===== src/rtl/mem_arbiter.sv =====
// Two-requester (instruction fetch / load-store) arbiter onto one shared memory port.
// Round-robin on ties, registered memory request, combinational return path.
module mem_arbiter #(
    parameter int ADDR_W = 32,
    parameter int DATA_W = 32
) (
    input  logic                clk_i,
    input  logic                rst_i,
    input  logic                ifu_req_i,
    input  logic [ADDR_W-1:0]   ifu_addr_i,
    output logic [DATA_W-1:0]   ifu_rdata_o,
    output logic                ifu_ack_o,
    input  logic                lsu_req_i,
    input  logic                lsu_we_i,
    input  logic [ADDR_W-1:0]   lsu_addr_i,
    input  logic [DATA_W-1:0]   lsu_wdata_i,
    input  logic [DATA_W/8-1:0] lsu_wstrb_i,
    output logic [DATA_W-1:0]   lsu_rdata_o,
    output logic                lsu_ack_o,
    output logic                mem_req_o,
    output logic                mem_we_o,
    output logic [ADDR_W-1:0]   mem_addr_o,
    output logic [DATA_W-1:0]   mem_wdata_o,
    output logic [DATA_W/8-1:0] mem_wstrb_o,
    input  logic [DATA_W-1:0]   mem_rdata_i,
    input  logic                mem_ack_i,
    output logic [1:0]          dbg_state_o
);

    localparam int STRB_W = DATA_W / 8;

    // Handshake: a requester holds req (and its fields) high until its one-cycle ack
    // pulse; the memory side sees a registered req and answers with a one-cycle
    // mem_ack_i, which is only honoured while a grant is outstanding.
    typedef enum logic [1:0] {
        IDLE    = 2'd0,
        GNT_IFU = 2'd1,
        GNT_LSU = 2'd2
    } state_e;

    state_e              state_q, state_d;
    logic                last_lsu_q, last_lsu_d;
    logic                mem_req_q, mem_req_d;
    logic                mem_we_q, mem_we_d;
    logic [ADDR_W-1:0]   mem_addr_q, mem_addr_d;
    logic [DATA_W-1:0]   mem_wdata_q, mem_wdata_d;
    logic [STRB_W-1:0]   mem_wstrb_q, mem_wstrb_d;

    // last_lsu resets to 1 so IFU wins the first tie.
    always_ff @(posedge clk_i or negedge rst_i) begin
        if (!rst_i) begin
            state_q     <= IDLE;
            last_lsu_q  <= 1'b1;
            mem_req_q   <= 1'b0;
            mem_we_q    <= 1'b0;
            mem_addr_q  <= '0;
            mem_wdata_q <= '0;
            mem_wstrb_q <= '0;
        end else begin
            state_q     <= state_d;
            last_lsu_q  <= last_lsu_d;
            mem_req_q   <= mem_req_d;
            mem_we_q    <= mem_we_d;
            mem_addr_q  <= mem_addr_d;
            mem_wdata_q <= mem_wdata_d;
            mem_wstrb_q <= mem_wstrb_d;
        end
    end

    always_comb begin
        state_d    = state_q;
        last_lsu_d = last_lsu_q;
        case (state_q)
            IDLE: begin
                if (ifu_req_i && lsu_req_i) begin
                    state_d    = last_lsu_q ? GNT_IFU : GNT_LSU;
                    last_lsu_d = !last_lsu_q;
                end else if (ifu_req_i) begin
                    state_d    = GNT_IFU;
                    last_lsu_d = 1'b0;
                end else if (lsu_req_i) begin
                    state_d    = GNT_LSU;
                    last_lsu_d = 1'b1;
                end
            end
            GNT_IFU, GNT_LSU: begin
                if (mem_ack_i) state_d = IDLE;
            end
            default: state_d = IDLE;
        endcase
    end

    // Memory fields latch only on the grant edge and clear on the completing ack.
    always_comb begin
        mem_req_d   = mem_req_q;
        mem_we_d    = mem_we_q;
        mem_addr_d  = mem_addr_q;
        mem_wdata_d = mem_wdata_q;
        mem_wstrb_d = mem_wstrb_q;
        if (state_q == IDLE) begin
            mem_req_d   = 1'b0;
            mem_we_d    = 1'b0;
            mem_addr_d  = '0;
            mem_wdata_d = '0;
            mem_wstrb_d = '0;
            if (state_d == GNT_IFU) begin
                mem_req_d  = 1'b1;
                mem_addr_d = ifu_addr_i;
            end else if (state_d == GNT_LSU) begin
                mem_req_d   = 1'b1;
                mem_we_d    = lsu_we_i;
                mem_addr_d  = lsu_addr_i;
                mem_wdata_d = lsu_wdata_i;
                mem_wstrb_d = lsu_wstrb_i;
            end
        end else if (mem_ack_i) begin
            mem_req_d   = 1'b0;
            mem_we_d    = 1'b0;
            mem_addr_d  = '0;
            mem_wdata_d = '0;
            mem_wstrb_d = '0;
        end
    end

    always_comb begin
        ifu_ack_o   = (state_q == GNT_IFU) && mem_ack_i;
        lsu_ack_o   = (state_q == GNT_LSU) && mem_ack_i;
        ifu_rdata_o = ifu_ack_o ? mem_rdata_i : '0;
        lsu_rdata_o = lsu_ack_o ? mem_rdata_i : '0;
        mem_req_o   = mem_req_q;
        mem_we_o    = mem_we_q;
        mem_addr_o  = mem_addr_q;
        mem_wdata_o = mem_wdata_q;
        mem_wstrb_o = mem_wstrb_q;
        dbg_state_o = state_q;
    end

endmodule


===== config.mk =====
export PLATFORM = sky130hd
export DESIGN_NAME = mem_arbiter
export DESIGN_NICKNAME = d
export VERILOG_FILES = /design/src/rtl/mem_arbiter.sv
export SDC_FILE = /design/constraint.sdc
export NUM_CORES = 1
export LEC_CHECK = 0
export ABC_CLOCK_PERIOD_IN_PS = 5920
export CORE_AREA = 2 2 107 109
export DETAILED_ROUTE_END_ITERATION = 8
export DIE_AREA = 0 0 109 111
export GPL_TIMING_DRIVEN = 0
export PLACE_DENSITY = 0.79
export SETUP_SLACK_MARGIN = 0.15
export SKIP_LAST_GASP = 1
export SLEW_MARGIN = 20
export SYNTH_ARGS = -nofsm -noshare
export SYNTH_HDL_FRONTEND = slang
export SYNTH_SLANG_ARGS = --single-unit

===== constraint.sdc =====
create_clock -name clk_i -period 5.92 [get_ports clk_i]
set_clock_uncertainty 0.15 [all_clocks]
set_input_delay 1.776 -clock clk_i [delete_from_list [all_inputs] [get_ports clk_i]]
set_output_delay 1.776 -clock clk_i [all_outputs]
set_load 0.03 [all_outputs]

* Word-level counts from Yosys, hierarchy flattened
Index checks and enable logic that the tools add are counted.
Cells by class: equality and inequality tests 4, multiplexer cells 29, reduce and logical (&&, ||, !) cells 9
Operator list (number):
- 2-to-1 mux 32 bit | 9
- 2-to-1 mux 4 bit | 4
- 2-to-1 mux 1 bit | 10
- 2-to-1 mux 2 bit | 5
- == test 2 x 1 -> 1 bit (second input constant) | 2
- == test 2 bit (second input constant) | 2
- case mux 2 bit (2 select lines) | 1
- logical AND 1 bit | 3
- nonzero test 3 bit | 1
- logical NOT 2 bit | 1
- AND reduction 2 bit | 1
- nonzero test 2 bit | 1
- OR reduction 2 bit | 1
- logical NOT 1 bit | 1
Word-level totals: flip-flop bits (word level) 73, bits of input ports 138, output and inout bits 138, word-level logic and storage cells 49

* Longest topological paths before layout
depth in word-level cells 8, mapped depth 12

* Worst setup path before layout
OpenSTA, ideal clock, no wires.
path kind in2out, start in mem_ack_i, end out lsu_rdata_o[23], data arrival time 2476 ps, data required time 3994 ps, setup slack 1518 ps, cell stages on the path 3, path buffers 2, cells stage by stage clkbuf_1 buf_2 and3_1
On the way: cells in the longest elaborated chain, start to end 2
RTL lines:
- start: declaration | line 26 | input logic mem_ack_i,
- logical AND 1 bit | line 127 | lsu_ack_o = (state_q == GNT_LSU) && mem_ack_i;
- 2-to-1 mux 32 bit | line 129 | lsu_rdata_o = lsu_ack_o ? mem_rdata_i : '0;
- end: declaration | line 18 | output logic [DATA_W-1:0] lsu_rdata_o,
Every way passes these cells.

* Final worst setup path
start in mem_ack_i, end out lsu_rdata_o[6]
The elaborated chain is that of the path after synthesis.

==> flow_metrics.env <==
export IMPL_outcome="completed"
export IMPL_grt_pass1_vias=3909
export IMPL_clk_latency_ns=0.33
export IMPL_synthToLayoutAreaGrowth_pct=92.35
export IMPL_syn_nets=482
export IMPL_sw_frac_of_total=0.4340
export IMPL_cts_hold_fix_buffers=0
export IMPL_synth_top_area_frac=0.5125
export IMPL_min_delay_start="mem_addr_o[15]"
export IMPL_cts_root_buffer_cell="clkbuf_16"
export IMPL_criticalPathCategory="in2out"
export IMPL_leakage_uw=0.002998
export IMPL_end_kind="primary output"
export IMPL_antenna_found_initial=0
export IMPL_timing_rr_start="dbg_state_o[0]"
export IMPL_hold_viol_final=0
export IMPL_switchingPower_uw=1241
export IMPL_yosys_warnings=0
export IMPL_syn_avg_cell_area_um2=10.40
export IMPL_rr_worst_depth=12
export IMPL_fmax_ghz=0.1774
export IMPL_slew_headroom=0.6638
export IMPL_insertedDiodeCount=0
export IMPL_cts_resized=1
export IMPL_yosys_top_cells_area="dfrtp_1 51%, and3_1 11%, a22o_1 9.5%"
export IMPL_viasPerCell=4.965
export IMPL_grt_setup_unrepaired="false"
export IMPL_firstDrtPassIters=4
export IMPL_ys_seq_area_frac=0.5199
export IMPL_synth_cell_type_count=28
export IMPL_whs_path_depth=2
export IMPL_hold_ws_ns=0.3283
export IMPL_drc=0
export IMPL_drv_cap=0
export IMPL_grt_max_degree=55
export IMPL_synth_top_cell_by_area="dfrtp_1"
export IMPL_die_w_um=109
export IMPL_start_kind="primary input"
export IMPL_htree_levels=3
export IMPL_worst_pin_slew_ns=0.5043
export IMPL_core_area_um2=11080
export IMPL_p_comb_frac=0.559
export IMPL_ir_worst_vdd_v=0.0002277
export IMPL_cp_max_fo=10
export IMPL_fillCellCount=909
export IMPL_ant_nets=0
export IMPL_hpwl_um=10320
export IMPL_fin_setup_tns_ns=0
export IMPL_final_nets=769
export IMPL_syn_area_um2=3516
export IMPL_routed_wl_um=13300
export IMPL_drt_first_iter_violations=219
export IMPL_port_buffers=275
export IMPL_ios=276
export IMPL_ff2ff_setup_slack_ns=3.31
export IMPL_cp_arrival_ns=3.71
export IMPL_post_cts_setup_buffer_count=0
export IMPL_grt_pass1_wl_um=20310
export IMPL_hp_class="reg2reg"
export IMPL_rows=39
export IMPL_gp_congestion=0.8918
export IMPL_finalCriticalPeriod_ns=5.639
export IMPL_start_util=0.3174
export IMPL_grt_overflow_total=0
export IMPL_num_vias=3838
export IMPL_power_frac_clock=0.186
export IMPL_setup_viol=0
export IMPL_drive_above_1_share=0.06984
export IMPL_synth_cells=338
export IMPL_ys_ff_latch=73
export IMPL_path_clk_slew_ns=0.06
export IMPL_numCtsBuffers=9
export IMPL_die_area_um2=12100
export IMPL_min_period_over_period=0.9525
export IMPL_power_density_nw_per_um2=422.8
export IMPL_cts_buffer_depth=2
export IMPL_die_h_um=111
export IMPL_internal_power_uw=1618
export IMPL_p_seq_frac=0.255
export IMPL_hold_path_end="mem_addr_o[15]"
export IMPL_slew_violations=0
export IMPL_grt_use_total=0.2140
export IMPL_cts_sinks=73
export IMPL_r2r_end="mem_wdata_o[21]"
export IMPL_required_ns=3.99
export IMPL_routedWlPerCell_um=17.20
export IMPL_cts_tree="done"
## metrics by stage
step           instances  utilization  power (uW)  setup slack [ns]  area (um^2)
6_report             773       0.6105        2859            0.2814         6763
5_1_grt              773       0.6105        3021            0.1726         6763
4_1_cts              773       0.6105        2890            0.2690         6763
3_5_place_dp         757       0.5843        2348            0.1357         6472
3_3_place_gp         756       0.5821        2312            0.1906         6447
2_1_floorplan        338            -        1673             1.518         3516
## per-layer routing
metal | share of wire | track usage
met1 | 0.39 | 0.2482
met5 | 0 | 0
met2 | 0.50 | 0.3747
met4 | 0.018 | 0.05897
met3 | 0.092 | 0.06702
## layout by cell type, fill, tap and decap left out, drive strengths merged, types with 2 or more instances in the layout
| master | instances |
|---|---|
| and3 | 64 |
| buf | 22 |
| clkinvlp | 2 |
| nor2b | 4 |
| clkdlybuf4s50 | 274 |
| nor2 | 2 |
| a22o | 38 |
| clkbuf | 24 |
| a31oi | 2 |
| nand3b | 2 |
| clkinv | 2 |
| o21ai | 34 |
| a21oi | 2 |
| nand2 | 35 |
| dfrtp | 72 |
| inv | 6 |
| and2 | 3 |
| a22oi | 31 |
| ha | 6 |
## state kept, by name, indices dropped and copies added, names as in the netlist
name         flops
mem_addr_o      32
mem_req_o        1
dbg_state_o      2
last_lsu_q       1
mem_we_o         1
mem_wstrb_o      4
mem_wdata_o     32
## worst max-delay path, cell delays in order
cell and delay (ns):
clkdlybuf4s50_1 0.58, clkbuf_2 0.25, buf_2 0.22, and3_1 0.21, clkdlybuf4s50_1 0.68
## power groups by stage
stage	registers (uW)	clock network [uW]	logic (uW)
after CTS	730	546	1610
final	730	531	1600
after detailed placement	737	0	1610
after global routing	747	566	1710
after floorplan	1000	0	672
after global placement	730	0	1580
## worst max-delay path by stage
| stage | cells past startpoint | end | start |
|---|---|---|---|
| 4_1_cts | 5 | lsu_rdata_o[6] | mem_ack_i |
| 3_3_place_gp | 5 | ifu_rdata_o[28] | mem_ack_i |
| 2_1_floorplan | 3 | lsu_rdata_o[23] | mem_ack_i |
| 3_5_place_dp | 5 | lsu_rdata_o[6] | mem_ack_i |
| 5_1_grt | 5 | lsu_rdata_o[6] | mem_ack_i |
| 6_report | 5 | lsu_rdata_o[6] | mem_ack_i |
## cell usage after synthesis (all sizes together)
cell type  number
o22ai           1
nand2          35
a31o            1
dfstp           1
and2            3
a21oi           2
a22o           38
nand3b          2
nor2            2
dfrtp          72
inv             3
o22a            1
a31oi           2
ha              6
nand2b          1
and3           64
buf            20
o21ai          34
clkbuf         15
nor2b           4
a22oi          31
## area by class of cell
type,count,area (um^2),share of cell area
Buffer,35,203.9,0.03016
Clock buffer,9,225.2,0.03330
Clock inverter,7,63.81,0.009436
Inverter,3,11.26,0.001665
Multi-Input combinational cell,227,1474,0.2179
Sequential cell,73,1828,0.2703
Tap cell,143,178.9,0.02646
Timing Repair Buffer,276,2778,0.4107
## kinds of logic after synthesis
family          synth area share
fa+ha+maj                0.02135
flops                     0.5199
compound gates            0.2224
simple gates              0.1754
buf+inv                  0.06085
No activity file was read; power rests on OpenSTA's default activity.
